==> src/rtl/wb_rr_arbiter.sv <==
// -----------------------------------------------------------------------------
// wb_rr_arbiter
//
// Two-master round-robin arbiter in front of a single Wishbone classic slave.
// The winning master's address, write data and write-enable are registered
// and exactly one classic cycle is run on the slave. The completion (ACK, or
// ERR on timeout) is returned to the granted master only. A master that keeps
// its request asserted after completion is not re-issued until it drops CYC.
//
// Optional feature (compile-time macro):
//   WB_ARB_TIMEOUT_EN  - when defined, a BUSY-cycle counter aborts a slave
//                        cycle after TIMEOUT cycles without ACK_I and returns
//                        ERR to the granted master. When undefined, BUSY waits
//                        indefinitely and M0_ERR_O/M1_ERR_O stay 0.
//
// Parameters:
//   AW       address width
//   DW       data width
//   TIMEOUT  maximum BUSY cycles before ERR (timeout build only), >= 2
//
// Ports:
//   CLK_I, RST_NI                 clock (rising edge), async active-low reset
//   Mx_CYC_I/STB_I/WE_I           master x cycle, strobe, write-enable
//   Mx_ADR_I/DAT_I                master x address and write data
//   Mx_DAT_O                      master x read data (updated on its ACK)
//   Mx_ACK_O/ERR_O                master x one-cycle completion pulses
//   CYC_O/STB_O/WE_O              slave cycle, strobe, write-enable
//   ADR_O/DAT_O                   slave address and write data
//   DAT_I/ACK_I                   slave read data and acknowledge
// -----------------------------------------------------------------------------
module wb_rr_arbiter #(
  parameter int AW      = 32,
  parameter int DW      = 32,
  parameter int TIMEOUT = 1024
) (
  input  logic          CLK_I,
  input  logic          RST_NI,
  // master 0
  input  logic          M0_CYC_I,
  input  logic          M0_STB_I,
  input  logic          M0_WE_I,
  input  logic [AW-1:0] M0_ADR_I,
  input  logic [DW-1:0] M0_DAT_I,
  output logic [DW-1:0] M0_DAT_O,
  output logic          M0_ACK_O,
  output logic          M0_ERR_O,
  // master 1
  input  logic          M1_CYC_I,
  input  logic          M1_STB_I,
  input  logic          M1_WE_I,
  input  logic [AW-1:0] M1_ADR_I,
  input  logic [DW-1:0] M1_DAT_I,
  output logic [DW-1:0] M1_DAT_O,
  output logic          M1_ACK_O,
  output logic          M1_ERR_O,
  // slave
  output logic          CYC_O,
  output logic          STB_O,
  output logic          WE_O,
  output logic [AW-1:0] ADR_O,
  output logic [DW-1:0] DAT_O,
  input  logic [DW-1:0] DAT_I,
  input  logic          ACK_I
);

  typedef enum logic [1:0] {
    ST_IDLE = 2'd0,
    ST_BUSY = 2'd1,
    ST_DONE = 2'd2
  } state_t;

  state_t        state_r;
  logic          last_r;     // master granted most recently
  logic          gnt_r;      // master owning the current cycle
  logic          cyc_r;
  logic          stb_r;
  logic          we_r;
  logic [AW-1:0] adr_r;
  logic [DW-1:0] dat_r;
  logic [DW-1:0] m0_dat_r;
  logic [DW-1:0] m1_dat_r;
  logic          m0_ack_r;
  logic          m1_ack_r;
  logic          m0_err_r;
  logic          m1_err_r;

  logic          req0_s;
  logic          req1_s;
  logic          any_req_s;
  logic          gnt_sel_s;
  logic          gnt_cyc_s;
  logic          tmo_hit_s;

  assign req0_s    = M0_CYC_I & M0_STB_I;
  assign req1_s    = M1_CYC_I & M1_STB_I;
  assign any_req_s = req0_s | req1_s;
  // DONE/abort decisions only look at the owner's CYC, never the other master
  assign gnt_cyc_s = gnt_r ? M1_CYC_I : M0_CYC_I;

  // Round-robin pick: on a tie the master that did not win last time goes
  always_comb begin
    gnt_sel_s = 1'b0;
    if (req0_s && req1_s) begin
      gnt_sel_s = ~last_r;
    end else if (req1_s) begin
      gnt_sel_s = 1'b1;
    end else begin
      gnt_sel_s = 1'b0;
    end
  end

`ifdef WB_ARB_TIMEOUT_EN
  localparam int CW = $clog2(TIMEOUT + 1);

  logic [CW-1:0] tmo_cnt_r;

  // Count BUSY cycles; held at zero outside BUSY so every entry starts fresh
  always_ff @(posedge CLK_I or negedge RST_NI) begin
    if (!RST_NI) begin
      tmo_cnt_r <= {CW{1'b0}};
    end else if (state_r == ST_BUSY) begin
      tmo_cnt_r <= tmo_cnt_r + CW'(1);
    end else begin
      tmo_cnt_r <= {CW{1'b0}};
    end
  end

  // Count TIMEOUT-1 marks the last permitted BUSY cycle
  assign tmo_hit_s = (tmo_cnt_r == CW'(TIMEOUT - 1));
`else
  assign tmo_hit_s = 1'b0;

  // TIMEOUT only matters in the timeout build; keep it referenced here
  if (TIMEOUT < 2) begin : g_tmo_unused
  end
`endif

  // Arbitration FSM with all bus outputs registered
  always_ff @(posedge CLK_I or negedge RST_NI) begin
    if (!RST_NI) begin
      state_r  <= ST_IDLE;
      last_r   <= 1'b1;
      gnt_r    <= 1'b0;
      cyc_r    <= 1'b0;
      stb_r    <= 1'b0;
      we_r     <= 1'b0;
      adr_r    <= {AW{1'b0}};
      dat_r    <= {DW{1'b0}};
      m0_dat_r <= {DW{1'b0}};
      m1_dat_r <= {DW{1'b0}};
      m0_ack_r <= 1'b0;
      m1_ack_r <= 1'b0;
      m0_err_r <= 1'b0;
      m1_err_r <= 1'b0;
    end else begin
      // completion strobes are single-cycle pulses
      m0_ack_r <= 1'b0;
      m1_ack_r <= 1'b0;
      m0_err_r <= 1'b0;
      m1_err_r <= 1'b0;
      case (state_r)
        ST_IDLE: begin
          if (any_req_s) begin
            state_r <= ST_BUSY;
            gnt_r   <= gnt_sel_s;
            last_r  <= gnt_sel_s;
            cyc_r   <= 1'b1;
            stb_r   <= 1'b1;
            if (gnt_sel_s) begin
              adr_r <= M1_ADR_I;
              dat_r <= M1_DAT_I;
              we_r  <= M1_WE_I;
            end else begin
              adr_r <= M0_ADR_I;
              dat_r <= M0_DAT_I;
              we_r  <= M0_WE_I;
            end
          end else begin
            state_r <= ST_IDLE;
          end
        end
        ST_BUSY: begin
          // ACK has priority, so an ACK on the final timeout cycle still wins
          if (ACK_I) begin
            state_r <= ST_DONE;
            cyc_r   <= 1'b0;
            stb_r   <= 1'b0;
            if (gnt_r) begin
              m1_dat_r <= DAT_I;
              m1_ack_r <= 1'b1;
            end else begin
              m0_dat_r <= DAT_I;
              m0_ack_r <= 1'b1;
            end
          end else if (!gnt_cyc_s) begin
            // master abort: silent return to IDLE, pointer keeps this grant
            state_r <= ST_IDLE;
            cyc_r   <= 1'b0;
            stb_r   <= 1'b0;
          end else if (tmo_hit_s) begin
            state_r <= ST_DONE;
            cyc_r   <= 1'b0;
            stb_r   <= 1'b0;
            if (gnt_r) begin
              m1_err_r <= 1'b1;
            end else begin
              m0_err_r <= 1'b1;
            end
          end else begin
            state_r <= ST_BUSY;
          end
        end
        ST_DONE: begin
          // wait for the owner to drop CYC so a held request is not re-run
          if (!gnt_cyc_s) begin
            state_r <= ST_IDLE;
          end else begin
            state_r <= ST_DONE;
          end
        end
        default: begin
          state_r <= ST_IDLE;
          cyc_r   <= 1'b0;
          stb_r   <= 1'b0;
        end
      endcase
    end
  end

  assign CYC_O    = cyc_r;
  assign STB_O    = stb_r;
  assign WE_O     = we_r;
  assign ADR_O    = adr_r;
  assign DAT_O    = dat_r;
  assign M0_DAT_O = m0_dat_r;
  assign M1_DAT_O = m1_dat_r;
  assign M0_ACK_O = m0_ack_r;
  assign M1_ACK_O = m1_ack_r;
  assign M0_ERR_O = m0_err_r;
  assign M1_ERR_O = m1_err_r;

endmodule
==> config.mk <==
export PLATFORM = sky130hd
export DESIGN_NAME = wb_rr_arbiter
export DESIGN_NICKNAME = d
export VERILOG_FILES = /design/src/rtl/wb_rr_arbiter.sv
export SDC_FILE = /design/constraint.sdc
export NUM_CORES = 1
export LEC_CHECK = 0
export CAP_MARGIN = 20
export CORE_ASPECT_RATIO = 0.8
export CORE_MARGIN = 4
export CORE_UTILIZATION = 30
export CTS_CLUSTER_SIZE = 28
export DETAILED_ROUTE_END_ITERATION = 8
export GPL_TIMING_DRIVEN = 0
export MAX_ROUTING_LAYER = met4
export SLEW_MARGIN = 15
export SYNTH_ARGS = -nofsm -noshare
export SYNTH_HDL_FRONTEND = slang
export SYNTH_SLANG_ARGS = --single-unit
==> constraint.sdc <==
create_clock -name CLK_I -period 1.77 [get_ports CLK_I]
set_input_delay 0.4425 -clock CLK_I [delete_from_list [all_inputs] [get_ports CLK_I]]
set_output_delay 0.4425 -clock CLK_I [all_outputs]
set_load 0.005 [all_outputs]
==> flow_summary_export.csv, run 1 <==
group,metric,value,unit
logic_synthesis,synth-edff-count,0,
placed_design,dpl.hpwl,17100,um
logic_synthesis,yosys-top-cells-count,"dfrtp_1 (135), mux2_2 (64), o21ai_0 (57)",
logic_synthesis,ys_ff_latch,136,
layout,finish.utilization,51.4,%
grt,antenna_found_initial,1,
grt,top_usage_layer,"met2",
logic_synthesis,synthCells,476,
logic_synthesis,yosys.cell_types.count,30,
logic_synthesis,netlist_top_cells_area,"dfrtp_1 (52%), mux2_2 (11%), a2bb2oi_2 (9.2%)",
setup_path,crit_chain,"clkdlybuf4s50_1",
floorplanning,die_w,172,um
timing,finalHoldViolations,0,
pwr,ir_drop,745,uV
layout,drive_above_1_share,29.0,%
placed_design,routabilityCongestion,0.871,
floorplanning,die-area,24100,um^2
timing,hold-worst-slack,0.502,ns
drt,first_pass_iters,5,
logic_synthesis,ys.flop_type,"dfrtp_1",
placed_design,placed_area,9880,um^2
timing,skew,0.0147,ns
clock_tree,clk_latency,0.42,ns
drt,drc,0,
clock_tree,cts_buffer_depth,2,
drt,drt_iter0_drc,279,
logic_synthesis,postSynthAreaPerCell,13.6,um^2
setup_path,critPathTopFamily,"buffers and inverters",
timing,tightest_slew,0.580,ns
floorplanning,die_h,140,um
clock_tree,clock_sinks,136,
setup_path,cp.buffers_inverters,1,
clock_tree,cts_tree,"yes",
clock_tree,htreeDepth,4,
layout,post-route-cell-area,10800,um^2
drt,routed_via_density,5.15,
drt,routed_wirelength,22800,um
grt,grt_use_met3,3.49,%
logic_synthesis,synth_area,6490,um^2
clock_tree,numCtsBuffers,17,
clock_tree,clkTransAtPathRegs,0.06,ns
grt,grt.overflow.total,0,
timing,max_freq,576,MHz
setup_path,max_stage_delay,0.51,ns
floorplanning,start_util,30.9,%
logic_synthesis,yosysWarnings,0,
layout,layout.nets,991,
setup_path,crit_type,"reg -> out",
timing,min_period,1.74,ns
timing,max_slew_margin,61.3,%
floorplanning,rows,47,
grt,grt_pass1_vias,6137,
clock_tree,ctsRootBufferMaster,"clkbuf_16",
min_path,hp-class,"reg -> reg",
setup_path,cpMaxStageDelayCell,"clkdlybuf4s50_1",
setup_path,critPathArrivalTime,1.29,ns
drt,drtAntennaViolNets,0,
grt,grt_max_degree,87,
grt,grt_pass1_wl,35000,um
grt,met2_usage,29.8,%
logic_synthesis,synth_top_area_share,52.0,%
setup_path,reg2reg_slack,0.09,ns
logic_synthesis,yosysMostFrequentCell,"dfrtp_1",
setup_path,path_max_fanout,2,
logic_synthesis,yosysTopAreaCell,"dfrtp_1",
drt,via_count,5694,
pwr,leakage,4.70,nW
job,cap_violations,0,
floorplanning,core_area,21000,um^2
run_status,status,"completed",
timing,period_share,98.1,%
placed_design,port_buffers,301,
setup_path,crit_required,1.33,ns
grt,grt_use_met1,24.6,%
pwr,power_density,1580,nW/um^2
timing,setup_viol,0,
setup_path,worstSetupEndpointType,"output pin",
logic_synthesis,synthArstFlopShare,100,%
layout,syn_to_final_growth,66.1,%
grt,track_usage,18.9,%
logic_synthesis,ys_seq_area_share,52.4,%
setup_path,start_kind,"register",
timing,drv_slew,0,
floorplanning,io_pins,304,
drt,detail_route.wl_per_cell,20.6,um
## where the power goes
part / switching [mW] / internal, mW / leakage, nW
combinational: 2.95 / 4.97 / 2.85
clock: 1.53 / 2.00 / 0.279
sequential: 0.910 / 4.66 / 1.58
## path summary, 6_finish.rpt
kind | from | endpoint | depth (start not counted)
worst max register to register | state_r[0] | DAT_O[30] | 5
worst min register to register | M1_DAT_O[0] | M1_DAT_O[0] | 1
worst max-delay path | DAT_O[6] | DAT_O[6] | 1
worst min-delay path | M1_DAT_O[0] | M1_DAT_O[0] | 1
min in group asynchronous | RST_NI | ADR_O[29] | 2
max in group asynchronous | RST_NI | M1_DAT_O[17] | 3
## repair_timing
action,in CTS,in global routing
setup endpoints to repair,42,106
resized for setup,32,82
endpoints found under the hold margin,50,0
setup buffers,11,12
hold buffers,1,0
## metrics by stage
stage | TNS (ns) | cells | setup WS (ns) | power (mW)
final | 0 | 1105 | 0.0340 | 17.0
after global routing | -0.0170 | 1105 | -0.0117 | 18.0
after CTS | 0 | 1092 | 0.000562 | 17.2
after detailed placement | -38.45 | 1048 | -0.395 | 13.7
after global placement | -754.17 | 1047 | -5.31 | 13.5
after floorplan | 0 | 477 | 0.367 | 9.12
## area by class of cell
class / instances / area [um^2]
buffer: 59 / 377
clock buffer: 17 / 425
inverter: 1 / 3.75
tap: 269 / 337
antenna: 1 / 2.50
timing repair buffer: 326 / 3330
multi-input combinational: 281 / 2750
clock inverter: 15 / 155
sequential: 136 / 3400
fill: 1851 / 10200
## sequential cells by signal (all words and copies together) (netlist names)
register,cells
ADR_O,32
DAT_O,32
M0_ACK_O,1
M0_DAT_O,32
M1_ACK_O,1
M1_DAT_O,32
STB_O,1
WE_O,1
gnt_r,1
last_r,1
state_r,2
## cells in the final DEF, fill, tap and decap left out, types with 2 or more instances in the layout
cell type,netlist,layout
o21ai_1,9,9
clkbuf_4,0,2
a311oi_2,20,24
clkbuf_16,0,17
clkbuf_2,0,9
clkbuf_1,17,7
dlygate4sd2_1,0,32
clkinvlp_4,0,3
buf_2,24,22
inv_6,0,6
buf_4,7,30
dlymetal6s2s_1,0,57
o2bb2ai_1,2,2
mux2_2,64,64
clkdlybuf4s50_1,0,211
a311oi_1,45,41
conb_1,1,2
inv_8,0,4
buf_6,11,11
nand2_1,3,3
a2bb2oi_2,40,40
dfrtp_1,135,135
a2bb2oi_1,26,26
o21ai_0,57,57
## kinds of logic (layout without fill, tap and decap cells)
logic type	after synthesis	after routing	synth area share (%)
multiplexers	65	65	11.3
other	1	3	0.0577
AND/OR/NAND/NOR	14	14	1.52
AO/OA/AOI/OAI	200	200	29.1
buffers and inverters	60	418	5.61
flip-flops	136	136	52.4
## layer usage
| metal | share of wire (%) | routed length [um] |
|---|---|---|
| met1 | 43 | 9810 |
| met5 | 0 | 0 |
| met3 | 5.7 | 1300 |
| met4 | 1.8 | 417 |
| met2 | 49 | 11300 |
Power figures use the tool's default switching activity.
==> run 2, diff against run 1 <==
--- a/config.mk
+++ b/config.mk
@@ -7,7 +7,7 @@
 export LEC_CHECK = 0
 export CAP_MARGIN = 20
 export CORE_ASPECT_RATIO = 0.8
-export CORE_MARGIN = 4
+export CORE_MARGIN = 2
 export CORE_UTILIZATION = 30
 export CTS_CLUSTER_SIZE = 28
 export DETAILED_ROUTE_END_ITERATION = 8
==> flow_summary_export.csv, run 2 (synthesis results as in run 1) <==
group,metric,value,unit
drt,routed_via_density,5.10,
clock_tree,ctsRootBufferMaster,"clkbuf_16",
setup_path,start_kind,"register",
layout,syn_to_final_growth,66.4,%
pwr,switching_share,30.7,%
layout,final_cell_mix,"clkdlybuf4s50_1 (237), dfrtp_1 (135), mux2_2 (64), o21ai_0 (55), dlymetal6s2s_1 (49)",
setup_path,worstSetupEndpointType,"output pin",
run_status,status,"completed",
floorplanning,start_util,30.4,%
timing,max_freq,574,MHz
drt,routed_wirelength,21900,um
job,cap_violations,0,
setup_path,max_stage_delay,0.54,ns
floorplanning,rows,48,
floorplanning,die_h,136,um
floorplanning,io_pins,304,
pwr,leakage,4.60,nW
timing,period_share,98.5,%
drt,via_count,5671,
clock_tree,cts_tree,"yes",
pwr,p_int,11.9,mW
layout,post-route-cell-area,10800,um^2
timing,hold-worst-slack,0.500,ns
clock_tree,clk_latency,0.42,ns
setup_path,crit_chain,"clkdlybuf4s50_1",
placed_design,routabilityCongestion,0.881,
timing,finalHoldViolations,0,
floorplanning,die_w,168,um
clock_tree,clkTransAtPathRegs,0.06,ns
placed_design,placed_area,9890,um^2
pwr,power_density,1590,nW/um^2
timing,drv_slew,0,
grt,grt_pass1_vias,6065,
pwr,seqPwrFrac,32.3,%
setup_path,crit_type,"reg -> out",
placed_design,port_buffers,301,
setup_path,path_max_fanout,2,
clock_tree,htreeDepth,4,
layout,fill_cells,1886,
drt,drtAntennaViolNets,0,
grt,grt_max_degree,87,
timing,setup_viol,0,
pwr,combPwrFrac,46.8,%
layout,layout.nets,992,
placed_design,dpl.hpwl,16500,um
drt,first_pass_iters,5,
setup_path,crit_required,1.33,ns
pwr,power,17.2,mW
pwr,ir_drop,608,uV
setup_path,cp.buffers_inverters,1,
setup_path,critPathArrivalTime,1.30,ns
placed_design,dpl.cell_count,1054,
pwr,pwr-share-clk,20.9,%
timing,tightest_slew,0.577,ns
grt,grt.overflow.total,0,
setup_path,critPathTopFamily,"buffers and inverters",
timing,skew,0.0139,ns
pwr,power.switching,5.27,mW
layout,fin_cells,1112,
timing,min_period,1.74,ns
floorplanning,die-area,22800,um^2
grt,track_usage,19.5,%
clock_tree,numCtsBuffers,17,
grt,grt_pass1_wl,33700,um
floorplanning,core_area,21400,um^2
clock_tree,cts_buffer_depth,2,
clock_tree,clock_sinks,136,
drt,detail_route.wl_per_cell,19.7,um
layout,drive_above_1_share,28.6,%
drt,drt_iter0_drc,356,
grt,antenna_found_initial,1,
drt,drc,0,
layout,layout_commonest_cell,"clkdlybuf4s50_1",
min_path,hp-class,"reg -> reg",
setup_path,cpMaxStageDelayCell,"clkdlybuf4s50_1",
timing,max_slew_margin,61.6,%
[run 2: changes by cell type in the layout (fill, tap and decap cells not counted), moves of 2 or more]
| cell | change |
|---|---|
| clkdlybuf4s50_1 | +26 |
| dlymetal6s2s_1 | -8 |
| inv_8 | -2 |
| clkbuf_1 | +4 |
| dlygate4sd2_1 | -18 |
| clkbuf_2 | -2 |
| o21ai_1 | +2 |
| o21ai_0 | -2 |
[run 2: worst paths after layout]
| path | start | end | slack [ns] | depth (start not counted) |
|---|---|---|---|---|
| hold / removal | M1_DAT_O[28] | M1_DAT_O[28] | 0.50 | 1 |
| max in group asynchronous | RST_NI | DAT_O[21] | 0.47 | 3 |
| hold reg to reg | M1_DAT_O[28] | M1_DAT_O[28] | 0.50 | 1 |
| setup / recovery | ADR_O[6] | ADR_O[6] | 0.03 | 1 |
| min in group asynchronous | RST_NI | M1_DAT_O[28] | 0.53 | 2 |
| setup reg to reg | state_r[0] | ADR_O[30] | 0.12 | 5 |
[run 2: power by group through the flow]
stage | Clock [mW] | Sequential [mW] | Combinational (mW)
after global routing | 3.82 | 5.74 | 8.58
after floorplan | 0 | 5.67 | 3.45
after CTS | 3.68 | 5.63 | 7.99
after global placement | 0 | 5.63 | 7.78
after detailed placement | 0 | 5.69 | 7.92
final | 3.59 | 5.55 | 8.05
[run 2: what timing repair did]
item,CTS,global route
setup buffers,8,16
resized for setup,14,70
endpoints found under the setup margin,22,117
hold buffers,1,0
endpoints found under the hold margin,50,0
[run 2: area by class of cell]
cell class | instances | area, um^2 | share of cell area, %
Clock inverter | 14 | 160 | 1.48
Clock buffer | 18 | 429 | 3.97
Tap cell | 275 | 344 | 3.18
Inverter | 1 | 3.75 | 0.0347
Timing Repair Buffer | 327 | 3340 | 30.9
Antenna cell | 1 | 2.50 | 0.0232
Buffer | 59 | 374 | 3.46
Multi-Input combinational cell | 281 | 2750 | 25.4
Sequential cell | 136 | 3400 | 31.5
[run 2: per-stage QoR]
stage          setup TNS, ns  setup slack, ns  util [%]
2_1_floorplan              0            0.367         -
3_3_place_gp         -736.55            -5.16      46.1
3_5_place_dp          -41.65           -0.435      46.2
4_1_cts                    0          0.00110      49.2
5_1_grt             -0.00654         -0.00649      50.5
6_report                   0           0.0272      50.5
[run 2: routing by layer]
metal | global-route usage [%] | wire length [um]
met2 | 30.6 | 10500
met1 | 25.4 | 9590
met5 | - | 0
met4 | 4.93 | 329
met3 | 5.00 | 1470
==> run 3, diff against run 2 <==
--- a/config.mk
+++ b/config.mk
@@ -11,8 +11,10 @@
 export CORE_UTILIZATION = 30
 export CTS_CLUSTER_SIZE = 28
 export DETAILED_ROUTE_END_ITERATION = 8
+export DONT_BUFFER_PORTS = 1
 export GPL_TIMING_DRIVEN = 0
 export MAX_ROUTING_LAYER = met4
+export PLACE_DENSITY = 0.41
 export SLEW_MARGIN = 15
 export SYNTH_ARGS = -nofsm -noshare
 export SYNTH_HDL_FRONTEND = slang
==> flow_summary_export.csv, run 3 (synthesis results as in run 1) <==
group,metric,value,unit
drt,via_count,4405,
pwr,power,13.9,mW
pwr,pwr-share-clk,26.3,%
setup_path,worstSetupEndpoint,"M0_DAT_O[16]",
pwr,seqPwrFrac,44.0,%
pwr,combPwrFrac,29.6,%
grt,antenna_found_initial,1,
grt,grt_max_degree,137,
setup_path,crit_required,2.07,ns
placed_design,routabilityCongestion,0.754,
setup_path,worstRegToRegCells,4,
pwr,switching_share,34.2,%
drt,drt_iter0_drc,202,
clock_tree,post_cts_buffers,0,
run_status,status,"finished, violations left",
clock_tree,clock_sinks,136,
setup_path,worstSetupEndpointType,"register",
pwr,leakage,2.84,nW
grt,grt.overflow.total,0,
setup_path,critPathArrivalTime,1.96,ns
min_path,hp-class,"in -> async",
timing,max_freq,600,MHz
floorplanning,io_pins,304,
drt,first_pass_iters,4,
layout,final_cell_mix,"dfrtp_1 (135), mux2_2 (64), o21ai_0 (57), a311oi_1 (44), a2bb2oi_2 (40)",
pwr,p_int,9.12,mW
run_status,violations,"hold timing",
timing,setup_viol,0,
timing,finalHoldViolations,136,
drt,routed_wirelength,20200,um
setup_path,cp-startpoint,"state_r[1]",
clock_tree,ctsRootBufferMaster,"clkbuf_16",
clock_tree,clk_latency,0.42,ns
setup_path,r2r_end,"M0_DAT_O[16]",
floorplanning,core_area,21400,um^2
layout,syn_to_final_growth,14.7,%
drt,detail_route.wl_per_cell,25.7,um
floorplanning,die_w,168,um
pwr,power_density,1860,nW/um^2
floorplanning,die-area,22800,um^2
job,cap_violations,0,
layout,layout_commonest_cell,"dfrtp_1",
clock_tree,cts_buffer_depth,2,
setup_path,crit_type,"reg -> reg",
timing,hold-worst-slack,-0.292,ns
clock_tree,htreeDepth,4,
placed_design,dpl.cell_count,752,
timing,skew,0.0111,ns
layout,fin_cells,785,
timing,setup_tns,0,ns
floorplanning,die_h,136,um
grt,grt_pass1_vias,4805,
drt,routed_via_density,5.61,
timing,min_period,1.67,ns
timing,tightest_slew,0.574,ns
timing,max_slew_margin,61.8,%
setup_path,rr_startpoint,"state_r[1]",
layout,drive_above_1_share,40.5,%
grt,grt_pass1_wl,30100,um
setup_path,reg2reg_slack,0.10,ns
placed_design,port_buffers,0,
pwr,power.switching,4.75,mW
clock_tree,numCtsBuffers,17,
drt,drc,0,
pwr,ir_drop,500,uV
drt,drtAntennaViolNets,0,
setup_path,start_kind,"register",
grt,track_usage,18.0,%
timing,drv_slew,0,
timing,rsz0062_at_grt,"no",
setup_path,path_max_fanout,10,
timing,period_share,94.1,%
clock_tree,cts_tree,"yes",
floorplanning,rows,48,
floorplanning,start_util,30.4,%
placed_design,dpl.hpwl,14600,um
clock_tree,clkTransAtPathRegs,0.07,ns
layout,layout.nets,665,
## run 3: area by class of cell
type | instances | area [um^2]
flip-flops and latches | 136 | 3400
clock buffers | 18 | 429
plain buffers | 59 | 365
multi-input cells | 281 | 2740
clock inverters | 14 | 165
diodes | 1 | 2.50
inverters | 1 | 3.75
well taps | 275 | 344
fillers | 2088 | 13900
## run 3: how the worst min path moves through the flow
stage,from,endpoint,slack (ns)
after global routing,RST_NI,ADR_O[24],-0.32
after floorplan,RST_NI,ADR_O[0],0.15
final,RST_NI,M0_DAT_O[22],-0.29
after CTS,RST_NI,M0_DAT_O[22],-0.31
after global placement,RST_NI,M0_DAT_O[22],0.15
after detailed placement,RST_NI,M0_DAT_O[22],0.15
## run 3: critical path: stages, from the launching register on
cell      delay (ns)
dfrtp_1         0.41
nand3b_1        0.19
nor2_2          0.30
buf_4           0.28
mux2_2          0.35
## run 3: per-stage QoR
stage | setup WS, ns | instance area, um^2 | utilization [%]
2_1_floorplan | 0.367 | 6500 | -
3_3_place_gp | 0.0676 | 6840 | 32.0
3_5_place_dp | 0.0529 | 6840 | 32.0
4_1_cts | 0.0425 | 7440 | 34.8
5_1_grt | 0.0172 | 7450 | 34.8
6_report | 0.104 | 7450 | 34.8
## run 3: what timing repair did
| item | in CTS | in global routing |
|---|---|---|
| hold endpoints to repair | 136 | 136 |
| gates resized for setup | 0 | 6 |
| endpoints found under the setup margin | 0 | 13 |
## run 3: layer usage
layer  part of all wire [%]  vias up  GRT usage (%)
li1                       -     1909              -
met1                     43     2283           21.9
met2                     48      195           28.3
met3                    7.9       18           6.54
met4                    1.5        0           5.27
met5                      0        -              -
## run 3: power by group through the flow
stage	logic, mW	registers [mW]	clock network (mW)
6_report	4.11	6.10	3.65
4_1_cts	4.15	6.16	3.74
3_3_place_gp	4.01	6.22	0
3_5_place_dp	4.16	6.20	0
5_1_grt	4.46	6.32	3.87
2_1_floorplan	3.45	5.67	0
